==> config.mk <==
export PLATFORM = sky130hd
export DESIGN_NAME = itag_ctl
export DESIGN_NICKNAME = d
export VERILOG_FILES = /design/src/rtl/itag_ctl.sv
export SDC_FILE = /design/constraint.sdc
export NUM_CORES = 1
export LEC_CHECK = 0
export BUFFER_PORTS_ARGS = -buffer_cell sky130_fd_sc_hd__buf_2
export CORE_MARGIN = 3
export CORE_UTILIZATION = 47
export DETAILED_ROUTE_END_ITERATION = 10
export GPL_TIMING_DRIVEN = 0
export PLACE_DENSITY_LB_ADDON = 0.12
export SETUP_SLACK_MARGIN = 0.4
export SYNTH_ARGS = -nofsm -noshare
export SYNTH_HDL_FRONTEND = slang
export SYNTH_SLANG_ARGS = --single-unit
==> constraint.sdc <==
create_clock -name nGCLK -period 1.7 [get_ports nGCLK]
set_input_delay 0.255 -clock nGCLK [delete_from_list [all_inputs] [get_ports nGCLK]]
set_output_delay 0.255 -clock nGCLK [all_outputs]
set_load 0.005 [all_outputs]
==> src/rtl/itag_ctl.sv <==
// Instruction-cache tag store sequencer: invalidates all tags after reset and
// on flush, compares fetch addresses against the tag RAM one cycle after
// acceptance, and on a miss requests a line fill and writes the new valid tag.
module itag_ctl #(
  parameter int NL  = 128,
  parameter int LSS = 7,
  parameter int LSH = LSS + 4,
  parameter int PSL = LSH + 1,
  parameter int TS  = 2 + (32 - PSL)
) (
  input  logic          nGCLK,
  input  logic          nRESET,
  input  logic          lookup_valid,
  input  logic [31:0]   lookup_addr,
  output logic          ready,
  output logic          hit,
  output logic          miss,
  output logic          fill_req,
  output logic [31:0]   fill_addr,
  input  logic          fill_done,
  input  logic          flush_req,
  output logic          flush_busy,
  output logic [LSS-1:0] tag_read_sel,
  input  logic [TS-1:0] tag_rd_data,
  output logic [LSS-1:0] tag_write_sel,
  output logic [TS-1:0] tag_write_port,
  output logic          tag_wr_ena
);

  typedef enum logic [2:0] {
    ST_INIT      = 3'd0,
    ST_SWEEP     = 3'd1,
    ST_IDLE      = 3'd2,
    ST_MISS_WAIT = 3'd3,
    ST_TAG_WR    = 3'd4
  } state_e;

  localparam logic [LSS-1:0] LAST_LINE = LSS'(NL - 1);
  localparam logic [LSS-1:0] ONE_LINE  = {{(LSS-1){1'b0}}, 1'b1};

  state_e          state_q, state_d;
  logic [LSS-1:0]  cnt_q, cnt_d;
  logic            pend_q, pend_d;
  logic            cmp_valid_q, cmp_valid_d;
  logic [31:5]     reg_addr_q, reg_addr_d;
  logic            fill_req_q, fill_req_d;
  logic [31:5]     fill_addr_q, fill_addr_d;

  logic            match_s;
  logic            cmp_miss_s;
  logic            ready_s;
  logic            accept_s;
  logic            unused_bits_s;

  // Byte offset and the dirty bit play no part in tag matching.
  assign unused_bits_s = ^{lookup_addr[4:0], tag_rd_data[TS-2]};

  // Compare stage: valid tag whose page equals the registered fetch page.
  always_comb begin
    match_s    = tag_rd_data[TS-1] & (tag_rd_data[TS-3:0] == reg_addr_q[31:PSL]);
    cmp_miss_s = cmp_valid_q & ~match_s;
    ready_s    = (state_q == ST_IDLE) & ~flush_req & ~pend_q & ~cmp_miss_s;
    accept_s   = lookup_valid & ready_s;
  end

  // Capture an accepted lookup so its tag can be compared next cycle.
  always_comb begin
    cmp_valid_d = accept_s;
    if (accept_s) begin
      reg_addr_d = lookup_addr[31:5];
    end else begin
      reg_addr_d = reg_addr_q;
    end
  end

  // Next-state logic for the sweep / lookup / fill sequencer.
  always_comb begin
    state_d     = state_q;
    cnt_d       = cnt_q;
    pend_d      = pend_q;
    fill_req_d  = fill_req_q;
    fill_addr_d = fill_addr_q;
    case (state_q)
      ST_INIT: begin
        state_d = ST_SWEEP;
        cnt_d   = {LSS{1'b0}};
      end
      ST_SWEEP: begin
        if (cnt_q == LAST_LINE) begin
          // A flush seen during this sweep buys exactly one more full sweep.
          cnt_d  = {LSS{1'b0}};
          pend_d = 1'b0;
          if (pend_q | flush_req) begin
            state_d = ST_SWEEP;
          end else begin
            state_d = ST_IDLE;
          end
        end else begin
          cnt_d  = cnt_q + ONE_LINE;
          pend_d = pend_q | flush_req;
        end
      end
      ST_IDLE: begin
        if (flush_req) begin
          // Flush wins over a concurrent miss: that miss is dropped unfilled.
          state_d = ST_SWEEP;
          cnt_d   = {LSS{1'b0}};
        end else if (cmp_miss_s) begin
          state_d     = ST_MISS_WAIT;
          fill_req_d  = 1'b1;
          fill_addr_d = reg_addr_q;
        end else begin
          state_d = ST_IDLE;
        end
      end
      ST_MISS_WAIT: begin
        pend_d = pend_q | flush_req;
        if (fill_done) begin
          state_d    = ST_TAG_WR;
          fill_req_d = 1'b0;
        end else begin
          state_d = ST_MISS_WAIT;
        end
      end
      ST_TAG_WR: begin
        pend_d = 1'b0;
        cnt_d  = {LSS{1'b0}};
        if (pend_q | flush_req) begin
          state_d = ST_SWEEP;
        end else begin
          state_d = ST_IDLE;
        end
      end
      default: begin
        state_d    = ST_INIT;
        cnt_d      = {LSS{1'b0}};
        pend_d     = 1'b0;
        fill_req_d = 1'b0;
      end
    endcase
  end

  // State and datapath registers; reset abandons any sweep or fill.
  always_ff @(posedge nGCLK or negedge nRESET) begin
    if (!nRESET) begin
      state_q     <= ST_INIT;
      cnt_q       <= {LSS{1'b0}};
      pend_q      <= 1'b0;
      cmp_valid_q <= 1'b0;
      reg_addr_q  <= 27'd0;
      fill_req_q  <= 1'b0;
      fill_addr_q <= 27'd0;
    end else begin
      state_q     <= state_d;
      cnt_q       <= cnt_d;
      pend_q      <= pend_d;
      cmp_valid_q <= cmp_valid_d;
      reg_addr_q  <= reg_addr_d;
      fill_req_q  <= fill_req_d;
      fill_addr_q <= fill_addr_d;
    end
  end

  // Output decode from registered state and the compare stage.
  always_comb begin
    ready        = ready_s;
    hit          = cmp_valid_q & match_s;
    miss         = cmp_miss_s;
    fill_req     = fill_req_q;
    fill_addr    = {fill_addr_q, 5'b00000};
    flush_busy   = (state_q == ST_SWEEP) | pend_q | (state_q == ST_INIT);
    tag_read_sel = lookup_addr[LSH:5];
    if (state_q == ST_TAG_WR) begin
      tag_wr_ena     = 1'b1;
      tag_write_sel  = reg_addr_q[LSH:5];
      tag_write_port = {1'b1, 1'b0, reg_addr_q[31:PSL]};
    end else if (state_q == ST_SWEEP) begin
      tag_wr_ena     = 1'b1;
      tag_write_sel  = cnt_q;
      tag_write_port = {TS{1'b0}};
    end else begin
      tag_wr_ena     = 1'b0;
      tag_write_sel  = cnt_q;
      tag_write_port = {TS{1'b0}};
    end
  end

endmodule

==> tab_implementation.tex <==
\begin{tabular}{lr}
\hline
Metric & Value \\
\hline
\multicolumn{2}{l}{\textbf{Job}} \\
\quad Max-capacitance violation count & 0 \\
\multicolumn{2}{l}{\textbf{Worst setup path}} \\
\quad Maximum fanout along the worst path & 4 \\
\quad Required arrival time at the worst endpoint & around 1.4 ns \\
\quad Reg-to-reg slack, setup & -0.58 ns \\
\quad Critical Path Start Type & flop \\
\quad Critical path class & flop to output port \\
\quad CP endpoint kind & output port \\
\quad Critical R2R Capture & reg\_addr\_q[6]\$\_DFFE\_PN0P\_ \\
\quad Reg-to-Reg Start & reg\_addr\_q[17]\$\_DFFE\_PN0P\_ \\
\quad Arr. time, crit path & 2.03 ns \\
\quad R2R cell count & 11 \\
\multicolumn{2}{l}{\textbf{Synthesis}} \\
\quad Synth unique cells & 40 \\
\quad EDFF count, synth & 0 \\
\quad Cell types with the largest area share after synthesis & sky130\_fd\_sc\_hd\_\_dfrtp\_1, sky130\_fd\_sc\_hd\_\_and2\_1, sky130\_fd\_sc\_hd\_\_mux2\_4 \\
\quad Compound-gate portion of the synthesized area & a little under a tenth \\
\quad Avg Cell Area, Syn & approximately 9.5 µm² \\
\quad Commonest cells in the netlist & sky130\_fd\_sc\_hd\_\_dfrtp\_1, sky130\_fd\_sc\_hd\_\_and2\_1, sky130\_fd\_sc\_hd\_\_nand2\_1 \\
\quad Post-synthesis mux area share & roughly 16\% \\
\quad Warnings, synthesis & 0 \\
\quad Simple-gate share of the synthesized area & between 20\% and 30\% \\
\quad Largest area contributor in the netlist & sky130\_fd\_sc\_hd\_\_dfrtp\_1 \\
\quad Cell Area, Synth & 4390 µm² \\
\quad Dominant cell by count in the synthesized netlist & sky130\_fd\_sc\_hd\_\_dfrtp\_1 \\
\quad Most frequently used flop master after synthesis & sky130\_fd\_sc\_hd\_\_dfrtp\_1 \\
\quad Synth Area in Adders & less than 1\% \\
\quad Cells after Synth & between 400 and 500 \\
\quad Total of flip-flops plus latches after synthesis & 67 \\
\quad Async SR Flop Fraction & 100\% \\
\quad Fraction of the yosys area taken by sequential cells & around two fifths \\
\quad Combinational family with the most area after synthesis & simple AND/OR/NAND/NOR gates \\
\quad Synthesized-area fraction occupied by xor and xnor cells & about 4.4\% \\
\quad Top-area cell type share of the netlist area & around two fifths \\
\multicolumn{2}{l}{\textbf{Layout}} \\
\quad Final-layout fill cell count & 540 \\
\quad Area growth from synthesis to layout & 58.6\% \\
\quad Antenna cells & 0 \\
\quad Fraction of layout cells with a size suffix above 1 & a little over half \\
\quad Footprint of the multi-input gates & around 2800 µm² \\
\quad Register area & $\sim$1700 µm² \\
\quad Net count, final & roughly 740 \\
\quad End-of-flow core utilization & 78.3\% \\
\multicolumn{2}{l}{\textbf{Clock network}} \\
\quad Number of buffers created by CTS & 9 \\
\quad Clock transition at the registers of the reported paths & 0.08 ns \\
\quad Count of H-tree levels built during CTS & 3 \\
\quad Clock Tree Buf Depth & 2 \\
\quad Clock Tree Root & sky130\_fd\_sc\_hd\_\_clkbuf\_8 \\
\quad Clock latency on the worst-skew pair & 0.35 ns \\
\quad Sink Count & between 60 and 70 \\
\quad TritonCTS clock tree & done \\
\multicolumn{2}{l}{\textbf{Global route}} \\
\quad Pin count of the biggest net entering global routing & 68 \\
\quad Antenna violations before repair & 0 \\
\quad Via count of the first global-routing pass & 4,431 \\
\quad Global-route wire length before repair & $\sim$23,000 µm \\
\quad Congestion Overflow GR & 0 \\
\quad Total track usage & between 20 and 30\% \\
\multicolumn{2}{l}{\textbf{Die}} \\
\quad Overall die height & 103 µm \\
\quad Initial Util & between 40\% and 50\% \\
\quad Core area & roughly 8900 µm² \\
\quad Overall die width & around 100 µm \\
\quad Area of the die & between 10,000 and 15,000 µm² \\
\quad Num ports & approximately 130 \\
\quad Number of placement rows & 34 \\
\multicolumn{2}{l}{\textbf{Timing}} \\
\quad TNS Setup & -37.92 ns \\
\quad Clock tree skew after final layout & roughly 0.011 ns \\
\quad Worst path setup slack after routing & -0.582 ns \\
\quad Final period util & 134\% \\
\quad Tightest hold margin & around 0.020 ns \\
\quad Count of pins over their slew limit & 0 \\
\quad Transition time at the pin with the least slew margin & approximately 0.92 ns \\
\quad Total setup violations reported at the end of the flow & 87 \\
\quad Final hold vios & 0 \\
\quad Unrepaired setup endpoints after global routing & true \\
\quad Post-layout minimum cycle time & 2.28 ns \\
\quad Max Clk Rate & between 0.4 and 0.5 GHz \\
\quad Relative slew slack & 38.8\% \\
\multicolumn{2}{l}{\textbf{Place}} \\
\quad Detailed Place HPWL & 9090 µm \\
\quad Port buffer count & 120 \\
\quad Placement-stage worst setup slack & -0.513 ns \\
\quad Routability congestion estimate & 0.831 \\
\multicolumn{2}{l}{\textbf{Power}} \\
\quad Lkg Pwr & around 0.0034 µW \\
\quad Total power per unit cell area & 471 nW/µm² \\
\quad Peak VDD IR & 383 µV \\
\multicolumn{2}{l}{\textbf{Drt}} \\
\quad Detailed-route wire length per cell & between 15 and 20 µm \\
\quad Number of nets still failing antenna checks after routing & 0 \\
\quad Aggregate routed wire length & 15,700 µm \\
\quad Remaining design rule violation count & 0 \\
\quad Via count normalized by instance count & between 5 and 6 \\
\quad Iter 0 DRT Violations & $\sim$320 \\
\quad Total number of vias & 4,631 \\
\quad Number of iterations in the first detailed-routing pass & 5 \\
\multicolumn{2}{l}{\textbf{Hold path}} \\
\quad Worst Hold Class & input pin to asynchronous set/reset pin \\
\multicolumn{2}{l}{\textbf{Outcome}} \\
\quad Failing checks & setup timing \\
\quad Status & finished, violations left \\
\hline
\end{tabular}
[cells by family (layout without fill, tap and decap cells)]
kind of cell | after synthesis | count (layout)
AOI/OAI and AO/OA | 54 | 54
and+or+nand+nor | 180 | 180
muxes | 61 | 61
other | 1 | 6
adders and majority gates | 1 | 1
buffers and inverters | 77 | 290
xor gates and xnor gates | 22 | 22
DFF | 67 | 67
[critical path, stage by stage, from the launching register on]
cell                      delay, ns
sky130_fd_sc_hd__dfrtp_2       0.45
sky130_fd_sc_hd__xor2_2        0.19
sky130_fd_sc_hd__nor4b_4       0.33
sky130_fd_sc_hd__and4_4        0.29
sky130_fd_sc_hd__buf_6         0.12
sky130_fd_sc_hd__a21oi_2       0.09
sky130_fd_sc_hd__nor2_1        0.10
sky130_fd_sc_hd__buf_2         0.12
[flip-flops by register name, indices dropped and copies added, names as in the netlist]
register	count
cmp_valid_q	1
cnt_q	7
fill_addr_q	27
fill_req	1
pend_q	1
reg_addr_q	27
state_q	3
[stage by stage]
stage / power (µW) / cell area (µm²) / std cells
floorplan: 1710 / 4530 / 468
global placement: 1840 / 5260 / 696
detailed placement: 1840 / 5270 / 696
CTS: 3260 / 6490 / 767
global route: 3380 / 6960 / 789
finish: 3280 / 6960 / 789
[where the power goes]
group          internal [µW]  switching [µW]  total (µW)
Sequential              1590           0.144        1590
Combinational            111             150         261
Clock                    760             668        1430
[worst max path at each step]
stage               slack, ns                  startpoint                         end  depth (start not counted)
global placement        -0.53  reg_addr_q[14]$_DFFE_PN0P_                         hit                          8
floorplan               -0.13  reg_addr_q[15]$_DFFE_PN0P_  reg_addr_q[12]$_DFFE_PN0P_                          8
global route            -0.67  reg_addr_q[17]$_DFFE_PN0P_  reg_addr_q[29]$_DFFE_PN0P_                         11
CTS                     -0.54  reg_addr_q[18]$_DFFE_PN0P_                         hit                          8
detailed placement      -0.51  reg_addr_q[14]$_DFFE_PN0P_                         hit                          8
finish                  -0.58  reg_addr_q[17]$_DFFE_PN0P_                       ready                          7
[placed cells by master, fill, tap and decap left out, drive strengths merged, types with 2 or more instances in the layout]
master / n
buf: 224
dfrtp: 67
and2: 47
nand2: 39
mux2: 34
nor4: 33
clkbuf: 32
nor3: 31
inv: 28
a221oi: 28
mux2i: 27
xor2: 13
o21ai: 10
nor2: 9
xnor2: 9
nand3: 7
a21oi: 7
conb: 6
clkinvlp: 4
o21bai: 3
nand4: 2
nor4b: 2
nor3b: 2
o211ai: 2
a21o: 2
and3: 2
[metal layers]
layer	share of wire (%)	track usage, %	up-vias
met5	0	0	-
met4	2.5	11.5	0
met3	8.6	4.87	45
met2	48	43.7	302
met1	40	38.2	2231
li1	-	-	2053
[cell type report]
cell class / count / area share [%]
Buffer: 48 / 6.52
Clock buffer: 11 / 2.17
Clock inverter: 5 / 0.880
Inverter: 29 / 1.62
Multi-Input combinational cell: 324 / 40.5
Sequential cell: 67 / 24.3
Tap cell: 108 / 1.94
Timing Repair Buffer: 197 / 22.0
[repair_timing]
| item | in CTS | in global routing |
|---|---|---|
| endpoints found under the setup margin | 99 | 99 |
| pin swaps | 33 | 30 |
| resized for setup | 132 | 65 |
| hold buffers | 0 | 0 |
| cloned | 4 | 1 |
| setup buffers | 51 | 21 |
Note: power is estimated with default switching activity, not from simulation.
